$ cat src/rtl/mem_arbiter_if.sv
// Bundle of the cache-side and shared-memory-side signals of mem_arbiter.
// The slave modport is the arbiter's view; master is the caches/memory view.
interface mem_arbiter_if;
    logic         i_read;
    logic [31:0]  i_addr;
    logic [255:0] i_rdata;
    logic         i_resp;
    logic         d_read;
    logic         d_write;
    logic [31:0]  d_addr;
    logic [255:0] d_wdata;
    logic [255:0] d_rdata;
    logic         d_resp;
    logic         pmem_read;
    logic         pmem_write;
    logic [31:0]  pmem_addr;
    logic [255:0] pmem_wdata;
    logic [255:0] pmem_rdata;
    logic         pmem_resp;
    logic         busy;

    modport slave (
        input  i_read, i_addr, d_read, d_write, d_addr, d_wdata, pmem_rdata, pmem_resp,
        output i_rdata, i_resp, d_rdata, d_resp, pmem_read, pmem_write, pmem_addr,
               pmem_wdata, busy
    );

    modport master (
        output i_read, i_addr, d_read, d_write, d_addr, d_wdata, pmem_rdata, pmem_resp,
        input  i_rdata, i_resp, d_rdata, d_resp, pmem_read, pmem_write, pmem_addr,
               pmem_wdata, busy
    );
endinterface

$ cat src/rtl/mem_arbiter.sv
// Two-client (I-cache / D-cache) arbiter onto one line-wide memory port.
// Define MEM_ARBITER_FAIR_EN for alternating grants on contention; default is D-cache priority.
module mem_arbiter (
    input  logic          clk,
    input  logic          rst,
    mem_arbiter_if.slave  bus
);

    typedef enum logic [1:0] {
        IDLE    = 2'd0,
        SERVE_I = 2'd1,
        SERVE_D = 2'd2
    } state_t;

    state_t        state;
    state_t        next_state;
    logic          grant_i;
    logic          grant_d;
    logic          resp_i;
    logic          resp_d;
    logic          prefer_d;
    logic          want_i;
    logic          want_d;
    logic          pmem_read_q;
    logic          pmem_write_q;
    logic          busy_q;
    logic [31:0]   addr_q;
    logic [255:0]  wdata_q;

    assign want_i = bus.i_read;
    assign want_d = bus.d_read | bus.d_write;

`ifdef MEM_ARBITER_FAIR_EN
    // 1'b1 = D-cache was served last; reset value means I-cache
    logic last_d;

    // Last-served tracker, updated on every completion
    always_ff @(posedge clk or negedge rst) begin
        if (!rst) begin
            last_d <= 1'b0;
        end else if (resp_d) begin
            last_d <= 1'b1;
        end else if (resp_i) begin
            last_d <= 1'b0;
        end else begin
            last_d <= last_d;
        end
    end

    assign prefer_d = ~last_d;
`else
    assign prefer_d = 1'b1;
`endif

    // State register
    always_ff @(posedge clk or negedge rst) begin
        if (!rst) begin
            state <= IDLE;
        end else begin
            state <= next_state;
        end
    end

    // Next-state, grant and completion steering
    always_comb begin
        next_state = state;
        grant_i    = 1'b0;
        grant_d    = 1'b0;
        resp_i     = 1'b0;
        resp_d     = 1'b0;
        case (state)
            IDLE: begin
                if (want_d && (prefer_d || !want_i)) begin
                    next_state = SERVE_D;
                    grant_d    = 1'b1;
                end else if (want_i) begin
                    next_state = SERVE_I;
                    grant_i    = 1'b1;
                end else begin
                    next_state = IDLE;
                end
            end
            SERVE_I: begin
                if (bus.pmem_resp) begin
                    resp_i     = 1'b1;
                    next_state = IDLE;
                end else begin
                    next_state = SERVE_I;
                end
            end
            SERVE_D: begin
                if (bus.pmem_resp) begin
                    resp_d     = 1'b1;
                    next_state = IDLE;
                end else begin
                    next_state = SERVE_D;
                end
            end
            default: begin
                next_state = IDLE;
            end
        endcase
    end

    // Transaction latch: the memory port is driven only from these registers
    always_ff @(posedge clk or negedge rst) begin
        if (!rst) begin
            pmem_read_q  <= 1'b0;
            pmem_write_q <= 1'b0;
            busy_q       <= 1'b0;
            addr_q       <= 32'h0000_0000;
            wdata_q      <= 256'd0;
        end else if (grant_d) begin
            pmem_read_q  <= ~bus.d_write;
            pmem_write_q <= bus.d_write;
            busy_q       <= 1'b1;
            addr_q       <= bus.d_addr;
            wdata_q      <= bus.d_wdata;
        end else if (grant_i) begin
            pmem_read_q  <= 1'b1;
            pmem_write_q <= 1'b0;
            busy_q       <= 1'b1;
            addr_q       <= bus.i_addr;
            wdata_q      <= wdata_q;
        end else if (resp_i || resp_d) begin
            pmem_read_q  <= 1'b0;
            pmem_write_q <= 1'b0;
            busy_q       <= 1'b0;
            addr_q       <= addr_q;
            wdata_q      <= wdata_q;
        end else begin
            pmem_read_q  <= pmem_read_q;
            pmem_write_q <= pmem_write_q;
            busy_q       <= busy_q;
            addr_q       <= addr_q;
            wdata_q      <= wdata_q;
        end
    end

    assign bus.pmem_read  = pmem_read_q;
    assign bus.pmem_write = pmem_write_q;
    assign bus.pmem_addr  = addr_q;
    assign bus.pmem_wdata = wdata_q;
    assign bus.busy       = busy_q;
    assign bus.i_resp     = resp_i;
    assign bus.d_resp     = resp_d;
    // Read data is broadcast; only the resp strobes select the receiver
    assign bus.i_rdata    = bus.pmem_rdata;
    assign bus.d_rdata    = bus.pmem_rdata;

endmodule

$ cat src/flat_wrapper.sv
// flat-port wrapper written by rule: the top's interface ports become plain ports
module mem_arbiter_flat 
  (clk, rst, bus_i_read, bus_i_addr, bus_d_read, bus_d_write, bus_d_addr, bus_d_wdata, bus_pmem_rdata, bus_pmem_resp, bus_i_rdata, bus_i_resp, bus_d_rdata, bus_d_resp, bus_pmem_read, bus_pmem_write, bus_pmem_addr, bus_pmem_wdata, bus_busy);
  mem_arbiter_if bus_i ();
  input  logic clk;
  input  logic rst;
  input wire logic [$bits(bus_i.i_read)-1:0] bus_i_read;
  input wire logic [$bits(bus_i.i_addr)-1:0] bus_i_addr;
  input wire logic [$bits(bus_i.d_read)-1:0] bus_d_read;
  input wire logic [$bits(bus_i.d_write)-1:0] bus_d_write;
  input wire logic [$bits(bus_i.d_addr)-1:0] bus_d_addr;
  input wire logic [$bits(bus_i.d_wdata)-1:0] bus_d_wdata;
  input wire logic [$bits(bus_i.pmem_rdata)-1:0] bus_pmem_rdata;
  input wire logic [$bits(bus_i.pmem_resp)-1:0] bus_pmem_resp;
  output wire logic [$bits(bus_i.i_rdata)-1:0] bus_i_rdata;
  output wire logic [$bits(bus_i.i_resp)-1:0] bus_i_resp;
  output wire logic [$bits(bus_i.d_rdata)-1:0] bus_d_rdata;
  output wire logic [$bits(bus_i.d_resp)-1:0] bus_d_resp;
  output wire logic [$bits(bus_i.pmem_read)-1:0] bus_pmem_read;
  output wire logic [$bits(bus_i.pmem_write)-1:0] bus_pmem_write;
  output wire logic [$bits(bus_i.pmem_addr)-1:0] bus_pmem_addr;
  output wire logic [$bits(bus_i.pmem_wdata)-1:0] bus_pmem_wdata;
  output wire logic [$bits(bus_i.busy)-1:0] bus_busy;
  assign bus_i.i_read = bus_i_read;
  assign bus_i.i_addr = bus_i_addr;
  assign bus_i.d_read = bus_d_read;
  assign bus_i.d_write = bus_d_write;
  assign bus_i.d_addr = bus_d_addr;
  assign bus_i.d_wdata = bus_d_wdata;
  assign bus_i.pmem_rdata = bus_pmem_rdata;
  assign bus_i.pmem_resp = bus_pmem_resp;
  assign bus_i_rdata = bus_i.i_rdata;
  assign bus_i_resp = bus_i.i_resp;
  assign bus_d_rdata = bus_i.d_rdata;
  assign bus_d_resp = bus_i.d_resp;
  assign bus_pmem_read = bus_i.pmem_read;
  assign bus_pmem_write = bus_i.pmem_write;
  assign bus_pmem_addr = bus_i.pmem_addr;
  assign bus_pmem_wdata = bus_i.pmem_wdata;
  assign bus_busy = bus_i.busy;
  mem_arbiter u_core (.clk(clk), .rst(rst), .bus(bus_i));
endmodule
$ cat config.mk
export PLATFORM = sky130hd
export DESIGN_NAME = mem_arbiter_flat
export DESIGN_NICKNAME = d
export VERILOG_FILES = /design/src/rtl/mem_arbiter_if.sv /design/src/rtl/mem_arbiter.sv /design/src/flat_wrapper.sv
export SDC_FILE = /design/constraint.sdc
export NUM_CORES = 1
export LEC_CHECK = 0
export ABC_AREA = 1
export BUFFER_PORTS_ARGS = -buffer_cell sky130_fd_sc_hd__buf_2
export CORE_AREA = 2 2 538 540
export CTS_CLUSTER_DIAMETER = 60
export DETAILED_ROUTE_END_ITERATION = 12
export DIE_AREA = 0 0 540 542
export PLACE_DENSITY = 0.3
export SYNTH_ARGS = -nofsm -noshare
export SYNTH_HDL_FRONTEND = slang
export SYNTH_SLANG_ARGS = --single-unit
$ cat constraint.sdc
create_clock -name clk -period 1.4 [get_ports clk]
set_clock_uncertainty 0.2 [all_clocks]
set_input_delay 0.28 -clock clk [delete_from_list [all_inputs] [get_ports clk]]
set_output_delay 0.28 -clock clk [all_outputs]
set_load 0.05 [all_outputs]
* Word-level counts from Yosys, hierarchy flattened *
Cells that the tools add are included.

cells by class
  equal/unequal tests = 2
  muxes and demuxes = 21
  reduce and logical (&&, ||, !) cells = 4
  bitwise logic cells = 2

operator list
  operator                                              number
  2-to-1 mux 32 bit                                     2
  2-to-1 mux 1 bit                                      16
  one-hot mux 2 bit (3 select lines)                    1
  2-to-1 mux 2 bit                                      2
  nonzero test 3 bit                                    1
  equality test 2 x 1 -> 1 bit (second input constant)  1
  equality test 2 bit (second input constant)           1
  zero test 2 bit                                       1
  nonzero test 2 bit                                    1
  logical OR 1 bit                                      1
  inverter 1 bit                                        1
  OR 1 bit                                              1

word-level totals
  output and inout port bits = 805
  register bits = 293
  bits of input ports = 582

* Logic depth before layout (Yosys ltp) *
  depth in word-level cells = 6
  gate-level depth with buffers = 9
  gate-level depth less buffers = 7

* Worst setup path before layout *
No wires, ideal clock.

  path kind = register to register
  from = register u_core.state[0]
  to = register u_core.wdata_q[236], in the netlist u_core.bus.pmem_wdata[236]
  setup slack = -0.179 ns
  required time = 1.082 ns
  period minus slack after synthesis = 1.579 ns
  stages on the path, launching flop included = 8
  buffers on the path = 3
  data arrival time = 1.262 ns
  cells stage by stage = dfrtp_1 > nor2_4 > nand2_2 > buf_4 > buf_2 > buf_6 > nand2_1 > nand2_1

on the way
  longest elaborated chain between the ends = 2

RTL lines
  element                   RTL line            source
  start: declaration        mem_arbiter.sv:15   state_t state;
  start signal: assignment  mem_arbiter.sv:60   state <= next_state;
  zero test 2 bit           mem_arbiter.sv:71   case (state)
  2-to-1 mux 1 bit          mem_arbiter.sv:71
  end signal: assignment    mem_arbiter.sv:118  wdata_q <= bus.d_wdata;
  end signal: assignment    mem_arbiter.sv:124  wdata_q <= wdata_q;
  end signal: assignment    mem_arbiter.sv:130  wdata_q <= wdata_q;
  end: declaration          mem_arbiter.sv:28   logic [255:0] wdata_q;

Every way passes these cells.
A chain may end at the register's enable or synchronous reset.

* Final worst setup path *
  from = register u_core.state[1]
  to = output port bus_i_resp

on the way
  longest elaborated chain between the ends = 2

RTL lines
  element                       RTL line            source
  equality test 2 x 1 -> 1 bit  mem_arbiter.sv:71
  2-to-1 mux 1 bit              mem_arbiter.sv:71
  end: declaration              flat_wrapper.sv:16  output wire logic [$bits(bus_i.i_resp)-1:0] bus_i_resp;

Every way passes these cells.

==> metrics.yaml <==
worst_hold_path:
  min_path_type: "input port to register"
clock_network:
  cts_tree: "done"
  cts.sinks: 293
  cts_buffers: 54
  insertion_delay_ps: 720
  clockBufferDepth: 3
  htreeDepth: 2
  cts-root-buf: "clkbuf_16"
  clk_pin_slew_ps: 60
setup_path:
  startpoint_type: "register"
  worstPathCellList: "buf_6, inv_4, nand3_4, buf_6, inv_8, buf_12"
  cp_max_fo: 2
  cp_num_cells: 6
  rrSetupSlack_ps: -750
  crit_slowest_cell: "dfrtp_1"
  cp.arrival_ps: 1700
  r2r_start: "u_core.state[1]$_DFF_PN0_"
  critPathMaxStageDelay_ps: 400
  cpMostUsedCell: "buf_6"
  path_buf_inv: 5
  crit_type: "register to primary output"
  rr_worst_depth: 11
  end_kind: "primary output"
  crit_family: "buffers and inverters"
  setup.worst_path.end: "bus_i_resp"
  critPathRequiredTime_ps: 920
  rr_endpoint: "u_core.bus.pmem_wdata[82]$_DFFE_PN0N_"
  startpoint: "u_core.state[1]$_DFF_PN0_"
yosys:
  yosysWarnings: 0
  yosysSeqAreaShare_pct: 47.8
  synthesis.area_um2: 15300
  syn_avg_cell_area_um2: 8.22
  syn_inst: 1865
  ys_seq_elements: 293
  synth.distinct_cells: 14
  synth_nets: 2447
floorplan:
  die_area_um2: 293000
  start_util_pct: 5.34
  die_width_um: 540
  core_area_um2: 287000
  die_h_um: 542
  fp-row-count: 197
  io-pin-count: 1387
sta:
  slew_headroom_pct: 75.2
  rsz0062_at_grt: "true"
  setup_viol: 586
  setup_ws_ps: -775
  hold_viol_final: 0
  max_freq_mhz: 460
  drv_slew: 0
  hold_ws_ps: 53.5
  post-route-period-util_pct: 155
  fin_crit_ps: 2180
  tightest_slew_ps: 372
place:
  gp_congestion: 0.869
  hpwl_um: 120000
  preCtsSetupSlack_ps: -638
  placed_area_um2: 21500
  place.port_buffers: 618
route:
  firstDrtPassIters: 5
  drc: 0
  vias_per_cell: 2.36
  wl_per_cell_um: 24.4
  drtIter0Drc: 765
  vias: 15000
  routed_wirelength_um: 155000
  drtAntennaViolNets: 0
final_layout:
  fin_nets: 3096
  final_core_util_pct: 11.1
  n_fill_cell: 33100
  drive_gt1_share_pct: 47.5
  ff_latch_area_um2: 7370
  final_common_cell: "nand2_1"
  area_growth_pct: 108
  multi_input_area_um2: 4800
  final_cell_mix: "nand2_1 (718), dlygate4sd3_1 (326), buf_2 (324), dfrtp_1 (260), buf_6 (195)"
  design_area_um2: 31800
global_route:
  grt_antenna_before_repair: 35
  grt_max_degree: 49
  grt_pass1_wl_um: 188000
  gr-total-overflow: 0
  first_global_vias: 16100
  grt.total_usage_pct: 10.0
power_and_ir_drop:
  powerDensity_nw_per_um2: 2750
  p_leak_nw: 14.3
  vdd_drop_max_mv: 1.33
status:
  failed_checks: "negative setup slack"
  status: "complete, but fails checks"
run:
  drv_cap: 0
-- cell type report --
type / count / area share, %
Antenna cell: 8 / 0.0629
Multi-Input combinational cell: 979 / 15.1
Timing Repair inverter: 3 / 0.216
Clock inverter: 38 / 1.14
Inverter: 9 / 0.244
Clock buffer: 63 / 4.54
Timing Repair Buffer: 1174 / 40.7
Sequential cell: 293 / 23.2
Tap cell: 3781 / 14.9
-- routing by layer --
layer	track usage (%)	vias to the layer above	part of all wire (%)
met5	0.575	-	0.15
met4	5.40	4	5.7
met3	8.75	448	19
met2	14.7	1009	42
met1	9.55	7014	33
li1	-	6477	-
-- worst reg2reg max path: stages, from the launching register on --
cell     delay, ps
dfrtp_1        400
buf_4          140
buf_6          110
nor2_4         130
buf_12         120
nand2_8         70
buf_16         140
buf_4          140
buf_16         150
buf_16         280
nand2_2         60
nand2_1         50
-- kinds of logic after synthesis --
logic type      synth area share (%)
simple gates                    24.3
buf+inv                         27.8
flops                           47.8
compound gates                 0.147
-- how the worst min path moves through the flow --
stage | depth (start not counted) | start | slack (ps) | to
2_1_floorplan | 0 | rst | -220 | u_core.bus.busy$_DFFE_PN0P_
3_3_place_gp | 2 | u_core.bus.pmem_wdata[176]$_DFFE_PN0N_ | 250 | u_core.bus.pmem_wdata[176]$_DFFE_PN0N_
3_5_place_dp | 2 | u_core.bus.pmem_wdata[176]$_DFFE_PN0N_ | 250 | u_core.bus.pmem_wdata[176]$_DFFE_PN0N_
4_1_cts | 8 | bus_pmem_resp | -50 | u_core.bus.busy$_DFFE_PN0P_
5_1_grt | 4 | bus_d_wdata[30] | 70 | u_core.bus.pmem_wdata[30]$_DFFE_PN0N_
6_report | 8 | bus_pmem_resp | 50 | u_core.bus.busy$_DFFE_PN0P_
-- per-stage QoR --
stage | TNS (ps) | total power [W] | std cells
floorplan | -25650 | 0.0402 | 1865
global placement | -148110 | 0.0582 | 5756
detailed placement | -145990 | 0.0580 | 5756
CTS | -308420 | 0.0864 | 6308
global route | -339670 | 0.0928 | 6346
finish | -296630 | 0.0875 | 6348
-- power breakdown --
part	switching (W)	internal (W)
Clock	0.00588	0.00790
Sequential	0.00459	0.0127
Combinational	0.0338	0.0226
Total	0.0443	0.0432
-- timing repair --
action,in CTS,in global routing
setup buffers,86,20
endpoints found under the setup margin,586,586
cloned,40,23
gates resized for setup,647,237
hold endpoints to repair,586,0
pin swaps,25,38
hold buffers,326,0
-- sequential cells by signal (all words and copies together) (netlist names) --
name	flops
u_core.bus.pmem_wdata	256
u_core.bus.pmem_addr	32
u_core.state	2
u_core.bus.busy	1
u_core.bus.pmem_read	1
u_core.bus.pmem_write	1
-- Yosys cell counts --
cell,n,area (µm²)
buf_2,55,275
buf_4,517,3880
buf_6,3,33.8
clkbuf_1,9,33.8
dfrtp_1,293,7330
inv_1,7,26.3
inv_2,2,7.51
nand2_1,938,3520
nand2_2,1,6.26
nand3_1,36,180
nor2_4,1,11.3
o21ai_2,1,8.76
o22ai_1,1,6.26
o31ai_1,1,7.51
(Power assumes the default switching activity.)
